[src/rtl/load_store_unit.sv]
// load_store_unit: turns byte/half/word loads and stores into word-wide data memory accesses
module load_store_unit #(
   parameter int AWIDTH     = 32,
   parameter int MEM_RD_LAT = 1
) (
   input  logic              ls_clk,
   input  logic              ls_rst,
   input  logic              ls_req,
   output logic              ls_ready,
   input  logic              ls_we,
   input  logic [2:0]        ls_funct3,
   input  logic [AWIDTH-1:0] ls_addr,
   input  logic [31:0]       ls_wdata,
   output logic [31:0]       ls_rdata,
   output logic              ls_done,
   output logic              ls_err,
   output logic              mem_re,
   output logic              mem_we,
   output logic [AWIDTH-1:0] mem_addr,
   output logic [31:0]       mem_wdata,
   input  logic [31:0]       mem_rdata
);
   typedef enum logic [2:0] {IDLE, ERR, RD, CAP, MRG, WR, RESP} state_t;
   state_t            state_q, state_d;
   logic [2:0]        cnt_q, cnt_d, f3_q, f3_d;
   logic              we_q, we_d;
   logic [1:0]        off_q, off_d;
   logic [15:0]       wdata_q, wdata_d;
   logic [31:0]       rdata_q, rdata_d, mem_wdata_q, mem_wdata_d;
   logic [AWIDTH-1:0] mem_addr_q, mem_addr_d;
   logic              accept, illegal, misaligned;
   logic [4:0]        sh;
   logic [7:0]        lane_b;
   logic [15:0]       lane_h;
   logic [31:0]       ld_val, merged, bmask;
   assign accept     = state_q == IDLE && ls_req;
   assign illegal    = ls_we ? (ls_funct3[2] | &ls_funct3[1:0]) : (&ls_funct3[1:0] | &ls_funct3[2:1]);
   assign misaligned = ls_funct3[0] ? ls_addr[0] : ls_funct3[1] ? |ls_addr[1:0] : 1'b0;
   assign sh         = {off_q, 3'b000};
   assign lane_b     = 8'(mem_rdata >> sh);
   assign lane_h     = off_q[1] ? mem_rdata[31:16] : mem_rdata[15:0];
   assign ld_val     = f3_q[1] ? mem_rdata :
                       f3_q[0] ? {{16{~f3_q[2] & lane_h[15]}}, lane_h} :
                                 {{24{~f3_q[2] & lane_b[7]}}, lane_b};
   assign bmask      = 32'hFF << sh;
   assign merged     = f3_q[0] ? (off_q[1] ? {wdata_q, mem_rdata[15:0]} : {mem_rdata[31:16], wdata_q}) :
                                 ((mem_rdata & ~bmask) | ({24'd0, wdata_q[7:0]} << sh));
   assign ls_ready   = state_q == IDLE;
   assign ls_done    = state_q == ERR || state_q == RESP;
   assign ls_err     = state_q == ERR;
   assign mem_re     = state_q == RD;
   assign mem_we     = state_q == WR;
   assign ls_rdata   = rdata_q;
   assign mem_addr   = mem_addr_q;
   assign mem_wdata  = mem_wdata_q;
   // next state: decode on accept, hold RD for the memory read latency, then capture or merge
   always_comb begin
      state_d = state_q;
      case (state_q)
         IDLE:    if (ls_req) state_d = (illegal | misaligned) ? ERR : (ls_we && ls_funct3[1]) ? WR : RD;
         RD:      if (cnt_q == 3'(MEM_RD_LAT - 1)) state_d = we_q ? MRG : CAP;
         CAP:     state_d = RESP;
         MRG:     state_d = WR;
         WR:      state_d = RESP;
         default: state_d = IDLE;
      endcase
   end
   // request capture, load extension and sub-word store merge
   always_comb begin
      cnt_d       = state_q == RD ? cnt_q + 3'd1 : 3'd0;
      f3_d        = accept ? ls_funct3 : f3_q;
      we_d        = accept ? ls_we : we_q;
      off_d       = accept ? ls_addr[1:0] : off_q;
      wdata_d     = accept ? ls_wdata[15:0] : wdata_q;
      mem_addr_d  = accept ? ls_addr >> 2 : mem_addr_q;
      mem_wdata_d = accept ? ls_wdata : state_q == MRG ? merged : mem_wdata_q;
      rdata_d     = state_q == CAP ? ld_val : 32'd0;
   end
   // state and datapath registers
   always_ff @(posedge ls_clk) begin
      if (ls_rst) begin
         state_q     <= IDLE;
         cnt_q       <= '0;
         f3_q        <= '0;
         we_q        <= 1'b0;
         off_q       <= '0;
         wdata_q     <= '0;
         rdata_q     <= '0;
         mem_addr_q  <= '0;
         mem_wdata_q <= '0;
      end else begin
         state_q     <= state_d;
         cnt_q       <= cnt_d;
         f3_q        <= f3_d;
         we_q        <= we_d;
         off_q       <= off_d;
         wdata_q     <= wdata_d;
         rdata_q     <= rdata_d;
         mem_addr_q  <= mem_addr_d;
         mem_wdata_q <= mem_wdata_d;
      end
   end
endmodule

[config.mk]
export PLATFORM = sky130hd
export DESIGN_NAME = load_store_unit
export DESIGN_NICKNAME = d
export VERILOG_FILES = /design/src/rtl/load_store_unit.sv
export SDC_FILE = /design/constraint.sdc
export NUM_CORES = 1
export LEC_CHECK = 0
export ABC_CLOCK_PERIOD_IN_PS = 2200
export BUFFER_PORTS_ARGS = -buffer_cell sky130_fd_sc_hd__buf_2
export CAP_MARGIN = 20
export CORE_MARGIN = 3
export CORE_UTILIZATION = 45
export CTS_CLUSTER_SIZE = 10
export DETAILED_ROUTE_END_ITERATION = 16
export PLACE_DENSITY = 0.74
export SETUP_SLACK_MARGIN = 0.5
export SYNTH_ARGS = -nofsm -noshare
export SYNTH_HDL_FRONTEND = slang
export SYNTH_SLANG_ARGS = --single-unit
[constraint.sdc]
create_clock -name ls_clk -period 2.2 [get_ports ls_clk]
set_input_delay 0.22 -clock ls_clk [delete_from_list [all_inputs] [get_ports ls_clk]]
set_output_delay 0.22 -clock ls_clk [all_outputs]
set_load 0.005 [all_outputs]
==> run metrics <==
clock tree buffer depth 2; crit path DAT between 1.5 and 2 ns; setup TNS 0 ns; GR Overflow Total 0; Final Skew 0.01395 ns; Async SR Flop Fraction 0%; cts bufs inserted 17; CTS tree built; drt pass-1 iters 5; Pint 4682 uW; CP Class register to register; syn avg cell area ~8.1 sq um; Yosys warnings 0; count of final setup violators 0; RePlAce Congestion 0.9070; CP Launch Type register; Leak Pwr 0.003396 uW; area grow syn2layout 33.09%; ANT nets after route 0; first-pass GRT wire length 27740 microns; placed cells 1016; Final Core Density 61.45%; synthesized cell area roughly 0.0056 sq mm; initial antenna violation count 0; f_max about 0.61 GHz; pin count of the biggest net entering global routing 37; Worst VDD drop 0.6840 mV; NumNets Final 975; clock sink count 122; worst-skew pair later-pin latency 0.43 ns; 1st-iter DRT viols 651; switching share of power 28.88%; register area share after synthesis 43.86%; Clock power frac 43.4%; Area contributors post-synth dfxtp_1, nand2_1, a21oi_1; RSZ-0062 raised after global routing true; Comb pwr share a little under a fifth; CTS Hold Bufs 0; Main synth FF type dfxtp_1; Core Region between 0.01 and 0.015 sq mm; CP max FO 30; EDFF count, synth 0; Cells after Synth 684; WP data required 2.51 ns; fin crit share 74.84%; count leader, synth nand2_1; register share of total power a little under two fifths; drt drc 0; Cell Pwr Density roughly 900 mW/mm^2; post-synthesis cell type count 54; crit end category register; type of the tightest min-delay check primary input to register; H-tree levels 4; busiest layer in global routing met2; status completed; MaxCap Viol Count 0; post-synth top area share 43.86%; Worst-path clk slew 0.06 ns; Final Hold Viols 0; Die Wd 117.2 microns; layout cell share with drive strength beyond 1 33.86%; average routed wire per standard cell 17.74 microns; root buffer cell clkbuf_16; routing usage on met3 8.380%; final WL around 19000 microns; vias 5863; I/O Buffers ~200; Synth area leader dfxtp_1; IO Count about 200; full die area 0.01375 sq mm; met2 Use GR 39.44%; fin crit period 1.647 ns; Final Max Slew Viols 0; Switching Power 1901 uW; Commonest cells post-synth nand2_1, dfxtp_1, a21oi_1, nor2_1, clkbuf_1; drt via density roughly 5.6; Initial Utilization a little under half; GRT Util Overall 26.20%; vias in the first global route 5250; Ant. Diodes 0; #FFs+latches synth 122; Detailed Place HPWL about 13000 microns; die height 117.2 microns; Global Route met1 Usage 35.34%; fin cells 1051; Cell Rows 40
-- flip-flops by register name, indices dropped and copies added (netlist names) --
signal / flops
cnt_q: 3
off_q: 2
f3_q: 3
we_q: 1
ls_rdata: 32
state_q: 3
mem_addr: 30
wdata_q: 16
mem_wdata: 32
-- path summary, 6_finish.rpt --
check | start | to | slack [ns] | cells after the start
worst max-delay path | f3_q[0] | mem_wdata[31] | 0.55 | 5
worst min-delay path | ls_addr[11] | mem_addr[9] | 0.03 | 3
worst max register to register | f3_q[0] | mem_wdata[31] | 0.55 | 5
worst min register to register | mem_addr[0] | mem_addr[0] | 0.45 | 2
-- power by group through the flow --
| stage | sequential, uW | combinational [uW] | clock [uW] |
|---|---|---|---|
| after floorplan | 2510 | 707 | 0 |
| final | 2490 | 1230 | 2860 |
| after global routing | 2510 | 1350 | 3010 |
| after CTS | 2490 | 1190 | 2890 |
| after global placement | 2530 | 1150 | 0 |
| after detailed placement | 2530 | 1160 | 0 |
-- metal layers --
layer	wire length, microns	part of all wire (%)	vias to the layer above
met5	0	0	-
met3	1840	9.9	31
met4	389	2.1	0
met2	8678	47	323
met1	7732	41	2711
li1	-	-	2798
-- repair_timing --
action,in CTS,in global routing
cloned,0,1
pin swaps,0,1
gates resized for setup,17,11
hold endpoints to repair,0,0
buffers inserted,0,2
setup endpoints to repair,70,52
-- placed cells by master (no fill, tap or decap), types with 2 or more instances in the layout --
cell | Yosys | final
conb_1 | 1 | 2
a21oi_1 | 79 | 79
a221o_1 | 4 | 4
nor2b_1 | 9 | 9
buf_6 | 1 | 3
dfxtp_2 | 0 | 4
bufinv_16 | 0 | 3
inv_6 | 0 | 2
a221oi_1 | 10 | 10
o22ai_1 | 10 | 10
clkbuf_16 | 0 | 17
a211oi_1 | 15 | 15
nor4_1 | 3 | 3
nor3b_1 | 4 | 4
and3_1 | 17 | 17
clkinv_2 | 0 | 4
o221ai_1 | 10 | 10
inv_1 | 30 | 28
nand4_1 | 2 | 2
buf_4 | 7 | 24
nand3_1 | 17 | 17
clkinv_4 | 0 | 3
a311oi_1 | 11 | 11
a21o_1 | 10 | 10
o21a_1 | 2 | 2
ha_1 | 2 | 2
nand2_1 | 142 | 141
nand2b_1 | 4 | 2
o31ai_1 | 16 | 16
mux4_2 | 8 | 8
dfxtp_1 | 122 | 117
o221a_2 | 4 | 4
o22a_1 | 2 | 2
nor2_1 | 43 | 42
buf_2 | 18 | 201
o21ai_0 | 15 | 15
a2111oi_2 | 4 | 7
nor2_2 | 1 | 2
clkinvlp_4 | 0 | 4
-- cell type report --
class                      instances  area, sq um
clock buffer                      18        439.2
clock inverter                    14        168.9
fill                            1099         4649
inverter                          30        120.1
multi-input combinational        470         2788
sequential                       122         2451
tap                              168        210.2
timing repair buffer             229         1235
-- worst max-delay path: stages, from the launching register on --
cell	delay, ns
dfxtp_1	0.33
buf_6	0.27
inv_1	0.14
o22a_1	0.26
o221a_2	0.27
a221o_1	0.26
-- through the flow --
| step | cell area (sq um) | hold slack [ns] | worst slack [ns] | power (uW) |
|---|---|---|---|---|
| 2_1_floorplan | 5573 | 0.3560 | 0.6109 | 3214 |
| 3_3_place_gp | 6691 | 0.4389 | 0.4128 | 3676 |
| 3_5_place_dp | 6691 | 0.4434 | 0.2653 | 3691 |
| 4_1_cts | 7345 | 0.01014 | 0.5027 | 6562 |
| 5_1_grt | 7412 | 0.01688 | 0.4720 | 6867 |
| 6_report | 7412 | 0.02767 | 0.5535 | 6583 |
-- cell families after synthesis --
logic type	synth area share [%]
muxes	3.617
and+or+nand+nor	19.61
DFF	43.86
buffers and inverters	7.347
xor gates and xnor gates	0.1573
adders and majority gates	0.4493
AOI/OAI and AO/OA	24.89
other	0.06734
(Power assumes the default switching activity.)
